--- src/rtl/seg_scan_mux.sv ---
// Six-digit multiplexed seven-segment driver: per-frame input snapshot, blanking gap per slot,
// and a colon that toggles whenever the seconds-ones digit changes between frames.
module seg_scan_mux #(
    parameter int unsigned SCAN_DIV     = 4,
    parameter int unsigned BLANK_CYCLES = 1
) (
    input  logic       clk,
    input  logic       reset,
    input  logic       display_en,
    input  logic [6:0] sec_ones_seg,
    input  logic [6:0] sec_tens_seg,
    input  logic [6:0] min_ones_seg,
    input  logic [6:0] min_tens_seg,
    input  logic [6:0] hour_ones_seg,
    input  logic [6:0] hour_tens_seg,
    output logic [6:0] seg_n,
    output logic       dp_n,
    output logic [5:0] dig_n,
    output logic       colon_on
);

    localparam int unsigned CNT_W = (SCAN_DIV > 2) ? $clog2(SCAN_DIV) : 1;
    localparam logic [CNT_W-1:0] CNT_LAST  = CNT_W'(SCAN_DIV - 1);
    localparam logic [CNT_W-1:0] CNT_BLANK = CNT_W'(BLANK_CYCLES);

    logic [CNT_W-1:0] r_cnt;
    logic [2:0]       r_idx;
    logic [6:0]       r_snap [6];
    logic             r_colon;
    logic [6:0]       r_seg_n;
    logic             r_dp_n;
    logic [5:0]       r_dig_n;

    logic [CNT_W-1:0] w_cnt_d;
    logic [2:0]       w_idx_d;
    logic [6:0]       w_snap_d [6];
    logic             w_colon_d;
    logic             w_slot_end;
    logic             w_frame_wrap;
    logic             w_lit;
    logic [6:0]       w_seg_n_d;
    logic             w_dp_n_d;
    logic [5:0]       w_dig_n_d;

    always_comb begin
        w_slot_end   = (r_cnt == CNT_LAST);
        w_frame_wrap = w_slot_end && (r_idx == 3'd5);
        w_cnt_d      = w_slot_end ? '0 : r_cnt + 1'b1;
        w_idx_d      = r_idx;
        if (w_slot_end) begin
            w_idx_d = (r_idx == 3'd5) ? 3'd0 : r_idx + 3'd1;
        end

        for (int i = 0; i < 6; i++) begin
            w_snap_d[i] = r_snap[i];
        end
        w_colon_d = r_colon;
        // Inputs only matter on the frame-wrap edge so a frame never mixes old and new digits.
        if (w_frame_wrap) begin
            w_snap_d[0] = sec_ones_seg;
            w_snap_d[1] = sec_tens_seg;
            w_snap_d[2] = min_ones_seg;
            w_snap_d[3] = min_tens_seg;
            w_snap_d[4] = hour_ones_seg;
            w_snap_d[5] = hour_tens_seg;
            if (sec_ones_seg != r_snap[0]) begin
                w_colon_d = ~r_colon;
            end
        end
    end

    // Outputs are decoded from the next state so the registered outputs match the post-edge state.
    always_comb begin
        w_lit     = display_en && (w_cnt_d >= CNT_BLANK);
        w_seg_n_d = 7'h7F;
        w_dp_n_d  = 1'b1;
        w_dig_n_d = 6'h3F;
        if (w_lit) begin
            w_seg_n_d = ~w_snap_d[w_idx_d];
            w_dig_n_d = ~(6'b000001 << w_idx_d);
            w_dp_n_d  = ~(w_colon_d && ((w_idx_d == 3'd1) || (w_idx_d == 3'd3)));
        end
    end

    always_ff @(posedge clk) begin
        if (reset) begin
            r_cnt   <= '0;
            r_idx   <= 3'd0;
            r_colon <= 1'b0;
            r_seg_n <= 7'h7F;
            r_dp_n  <= 1'b1;
            r_dig_n <= 6'h3F;
            for (int i = 0; i < 6; i++) begin
                r_snap[i] <= 7'h00;
            end
        end else begin
            r_cnt   <= w_cnt_d;
            r_idx   <= w_idx_d;
            r_colon <= w_colon_d;
            r_seg_n <= w_seg_n_d;
            r_dp_n  <= w_dp_n_d;
            r_dig_n <= w_dig_n_d;
            for (int i = 0; i < 6; i++) begin
                r_snap[i] <= w_snap_d[i];
            end
        end
    end

    assign seg_n    = r_seg_n;
    assign dp_n     = r_dp_n;
    assign dig_n    = r_dig_n;
    assign colon_on = r_colon;

endmodule

--- config.mk ---
export PLATFORM = sky130hd
export DESIGN_NAME = seg_scan_mux
export DESIGN_NICKNAME = d
export VERILOG_FILES = /design/src/rtl/seg_scan_mux.sv
export SDC_FILE = /design/constraint.sdc
export NUM_CORES = 1
export LEC_CHECK = 0
export ABC_AREA = 1
export CAP_MARGIN = 25
export CORE_ASPECT_RATIO = 0.5
export CORE_UTILIZATION = 45
export CTS_BUF_LIST = sky130_fd_sc_hd__clkbuf_4
export CTS_CLUSTER_SIZE = 25
export DETAILED_ROUTE_END_ITERATION = 6
export PLACE_DENSITY = 0.72
export SKIP_CTS_REPAIR_TIMING = 1
export SYNTH_ARGS = -nofsm -noshare
export SYNTH_HDL_FRONTEND = slang
export SYNTH_SLANG_ARGS = --single-unit
--- constraint.sdc ---
create_clock -name clk -period 1.8 [get_ports clk]
set_input_delay 0.54 -clock clk [delete_from_list [all_inputs] [get_ports clk]]
set_output_delay 0.54 -clock clk [all_outputs]
set_load 0.05 [all_outputs]
Word level (Yosys, flattened, before mapping)
Memories as Yosys holds them, arrays and structs flattened.
Index checks and enable logic that the tools add are counted.

word-level totals
  register bits = 20
  RAM bits = 42
  word-level logic and storage cells = 52
  memories = 1

cells by class
  $add $sub $neg = 2
  order comparisons = 2
  equality and inequality tests = 5
  shifts and indexed selects = 1
  mux-type cells = 18
  bitwise gates (word level) = 12
  reductions and logical operators = 5

memories
  name    depth  width  read ports  clocked after memory_dff  write ports  RTL line  text
  r_snap  6      7      6           0                         6            28        logic [6:0] r_snap [6];

operators with widths
  kind                 count
  $mux 7               8
  $mux 42              1
  $bmux 7 s3           1
  $ne 7x7->1           1
  $not 7->7            1
  $mux 3               2
  $not 6->6            1
  $or 1x1->1           6
  $shl 1x3->6 const A  1
  $mux 1               5
  $ge 4x4->1 const B   1
  $not 3->4            1
  $add 3x1->3 const B  1
  $eq 3x1->1 const B   1
  $eq 3x2->1 const B   1
  $eq 3x3->1 const B   1
  $logic_and 1x1->1    3
  $not 1->1            3
  $add 2x1->2 const B  1
  $eq 2x2->1 const B   1
  $ge 2x1->1 const B   1
  $mux 2               1
  $reduce_or 2->1      1
  $logic_or 1x1->1     1

Longest topological paths before layout
  depth after elaboration = 8
  mapped depth = 12

Worst setup path before layout
No wires, ideal clock.

  path type = reg2reg
  start = register r_cnt[0]
  end = register r_seg_n[0] (netlist: seg_n[0])
  arrival time = 1452 ps
  required time = 1685 ps
  path slack = 233 ps
  cell stages (with the launch flop) = 11
  buffers on the path = 1
  period minus slack after synthesis = 1567 ps
  cells stage by stage = dfxtp_1 > ha_1 > nand2_1 > nand2_2 > nor2_2 > inv_1 > buf_4 > o21ai_1 > nor2_1 > nor2_1 > nand2_1

on the way
  cells in the longest elaborated chain, start to end = 7

ends and longest elaborated chain
  element                                      RTL line  text
  from (decl)                                  26        logic [CNT_W-1:0] r_cnt;
  from (signal assigned)                       97        r_cnt <= w_cnt_d;
  $eq 2x2->1                                   46        w_slot_end = (r_cnt == CNT_LAST);
  $logic_and 1x1->1 or $mux 3 (tied branches)  47, 50
  $mux 42 or $not 3->4 (tied branches)         59, 79
  $bmux 7 s3                                   79        w_seg_n_d = ~w_snap_d[w_idx_d];
  $mux 7 (implied by the code) (2 in a row)    79
  $not 7->7                                    79
  to (signal assigned)                         100       r_seg_n <= w_seg_n_d;
  to (decl)                                    30        logic [6:0] r_seg_n;

Several ways; a longest one is shown, not always the timed one. The select of a mux whose other input is x is not followed.
A chain may end at the register's enable or synchronous reset.

Final worst setup path
  start = register r_cnt[0]
  end = register r_seg_n[1] (netlist: seg_n[1])

Same word-level chain as after synthesis.

==> metrics.cfg <==
[status]
status=finished, violations left
failed_checks=design-rule violations

[clocking]
root_buffer=clkbuf_4
htreeDepth=3
cts_sinks=62
clk_latency_ns=0.40
clk_pin_slew_worst_paths_ns=0.10
numCtsBuffers=9
cts_tree=built
cts_buffer_depth=2

[cells_and_area]
layout_commonest_cell=nand2_1
area_growth_pct=32.5
final_util_pct=62.2
fin_area_um2=3800
final_net_count=564
layout.cells.non_filler=609
layout_common_cells=nand2_1, nor2_1, dfxtp_1
diodes=0
layout-drive-gt1-share_pct=13.2

[power_and_ir_drop]
clockPowerShare_pct=29.6
p_leak_nw=1.84
p_sw_mw=0.683
powerDensity_nw_per_um2=671
pwr-share-seq_pct=54.9
fin_total_pwr_mw=2.55
power.internal_mw=1.87
combPwrFrac_pct=15.5
ir_worst_vdd_uv=302
swShare_pct=26.8

[grt]
grt.busiest_layer=met2
grt_use_met1_pct=28.8
grt_pass1_wl_um=10700
met3_usage_pct=5.97
track_usage_pct=21.0
grt_util_met2_pct=31.7
antenna_found_initial=0
grt_max_degree=49
first_global_vias=2404
grt.overflow.total=0

[yosys]
avgSynthCellArea_um2=6.54
syn_nets=485
ys_warn_count=0
synth_seq_cells=62
yosysUniqueCellTypes=22
netlist_instances=438
syn_area_um2=2870
seq_area_frac_synth_pct=43.3

[routing]
drc=2
drt_iter0_drc=167
postRouteAntennaNets=0
drt_wl_total_um=6680
routed-via-count=2737
drt_pass1_iterations=7
viasPerCell=4.49
routedWlPerCell_um=11.0

[placed_design]
post-dp-hpwl_um=4880
port_buffers=59
dp.cells=593
place_area_um2=3660
place.gp.congestion=0.917
dp_slack_ns=-0.154

[setup_path]
path_cells=ha_4 > nand2_2 > inv_2 > buf_4 > nand3_1 > nand2_1 > nor2_1 > nor2_1 > nand2_1 > nand2_1 > nand2_1
crit_slowest_cell=dfxtp_2
cp.arrival_ns=1.94
cpMostUsedCell=nand2_1
cp_max_fo=16
critPathKind=reg -> reg
cp-end-kind=flop
critical_path_required_ns=2.11
start_kind=flop
critPathMaxStageDelay_ns=0.36

[sta]
max_slew.worst_pin.slew_ns=0.517
post-route-period-util_pct=91.1
max_freq_mhz=610
fin_setup_tns_ns=0
drv_slew=0
fin_hold_ws_ns=0.471
min_period_ns=1.64
slew_headroom_pct=65.6
skew_ns=0.0104
setup_viol=0
fin_ws_ns=0.160
hold_violations=0

[run]
cap_violations=0

[floorplanning]
initial_utilization_pct=46.9
pin_count=60
dieArea_um2=6710
core-area_um2=6110
die_h_um=58.4
fp-row-count=20
die_x_um=115

[worst_hold_path]
hold_path_class=reg -> reg

[layer usage]
metal  vias up  part of all wire (%)
met5         -                     0
met4         0                  0.63
met3         5                   4.3
met2        61                    41
met1      1157                    54
li1       1514                     -
[path summary, 6_finish.rpt]
path	startpoint	endpoint	slack, ns	cells after the start
max	r_cnt[0]	seg_n[1]	0.16	11
min	r_snap[0][27]	r_snap[0][27]	0.47	2
max reg2reg	r_cnt[0]	seg_n[1]	0.16	11
min reg2reg	r_snap[0][27]	r_snap[0][27]	0.47	2
[registers in the layout, indices dropped and copies added (netlist names)]
signal	flops
colon_on	1
dig_n	6
dp_n	1
r_cnt	2
r_idx	3
r_snap	42
seg_n	7
[layout make-up]
type / instances / area [µm²]
inverter: 43 / 161
tap: 88 / 110
sequential: 62 / 1240
clock inverter: 5 / 27.5
clock buffer: 10 / 75.1
fill: 612 / 2310
multi-input combinational: 315 / 1400
timing repair buffer: 86 / 781
[cell usage after synthesis]
cell / n / share of area (%)
inv_2: 1 / 0.13
nand3_2: 1 / 0.35
nand2_2: 3 / 0.65
nor3_1: 3 / 0.52
clkbuf_1: 3 / 0.39
dfxtp_1: 62 / 43
buf_2: 12 / 2.1
nand2_1: 134 / 18
o21ai_1: 14 / 2.4
nand3b_1: 13 / 3.4
nor2_1: 82 / 11
clkinv_1: 1 / 0.13
a21oi_1: 24 / 4.2
buf_4: 1 / 0.26
ha_1: 2 / 0.87
buf_1: 2 / 0.26
xor2_1: 1 / 0.31
xnor2_1: 1 / 0.31
nor2_2: 1 / 0.22
inv_1: 41 / 5.4
nor2_4: 1 / 0.39
nand3_1: 35 / 6.1
[power by group through the flow]
stage	clock [mW]	sequential, mW	combinational [mW]
final	0.753	1.40	0.395
after global routing	0.849	1.40	0.432
after CTS	0.780	1.40	0.390
after global placement	0	1.43	0.385
after detailed placement	0	1.43	0.388
after floorplan	0	1.46	0.153
[worst max-delay path: cells and delay by family (launching register included)]
family        cells  cell delay (ns)
simple gates      8             0.69
flops             1             0.36
fa+ha+maj         1             0.15
buf+inv           2             0.35
[kinds of logic after synthesis]
logic type / count (synthesis) / synth area share [%]
AO/OA/AOI/OAI: 38 / 6.63
buffers and inverters: 61 / 8.64
AND/OR/NAND/NOR: 273 / 39.9
adder cells (fa/ha/maj): 2 / 0.873
XOR/XNOR: 2 / 0.611
flip-flops: 62 / 43.3
Power figures use the tool's default switching activity.
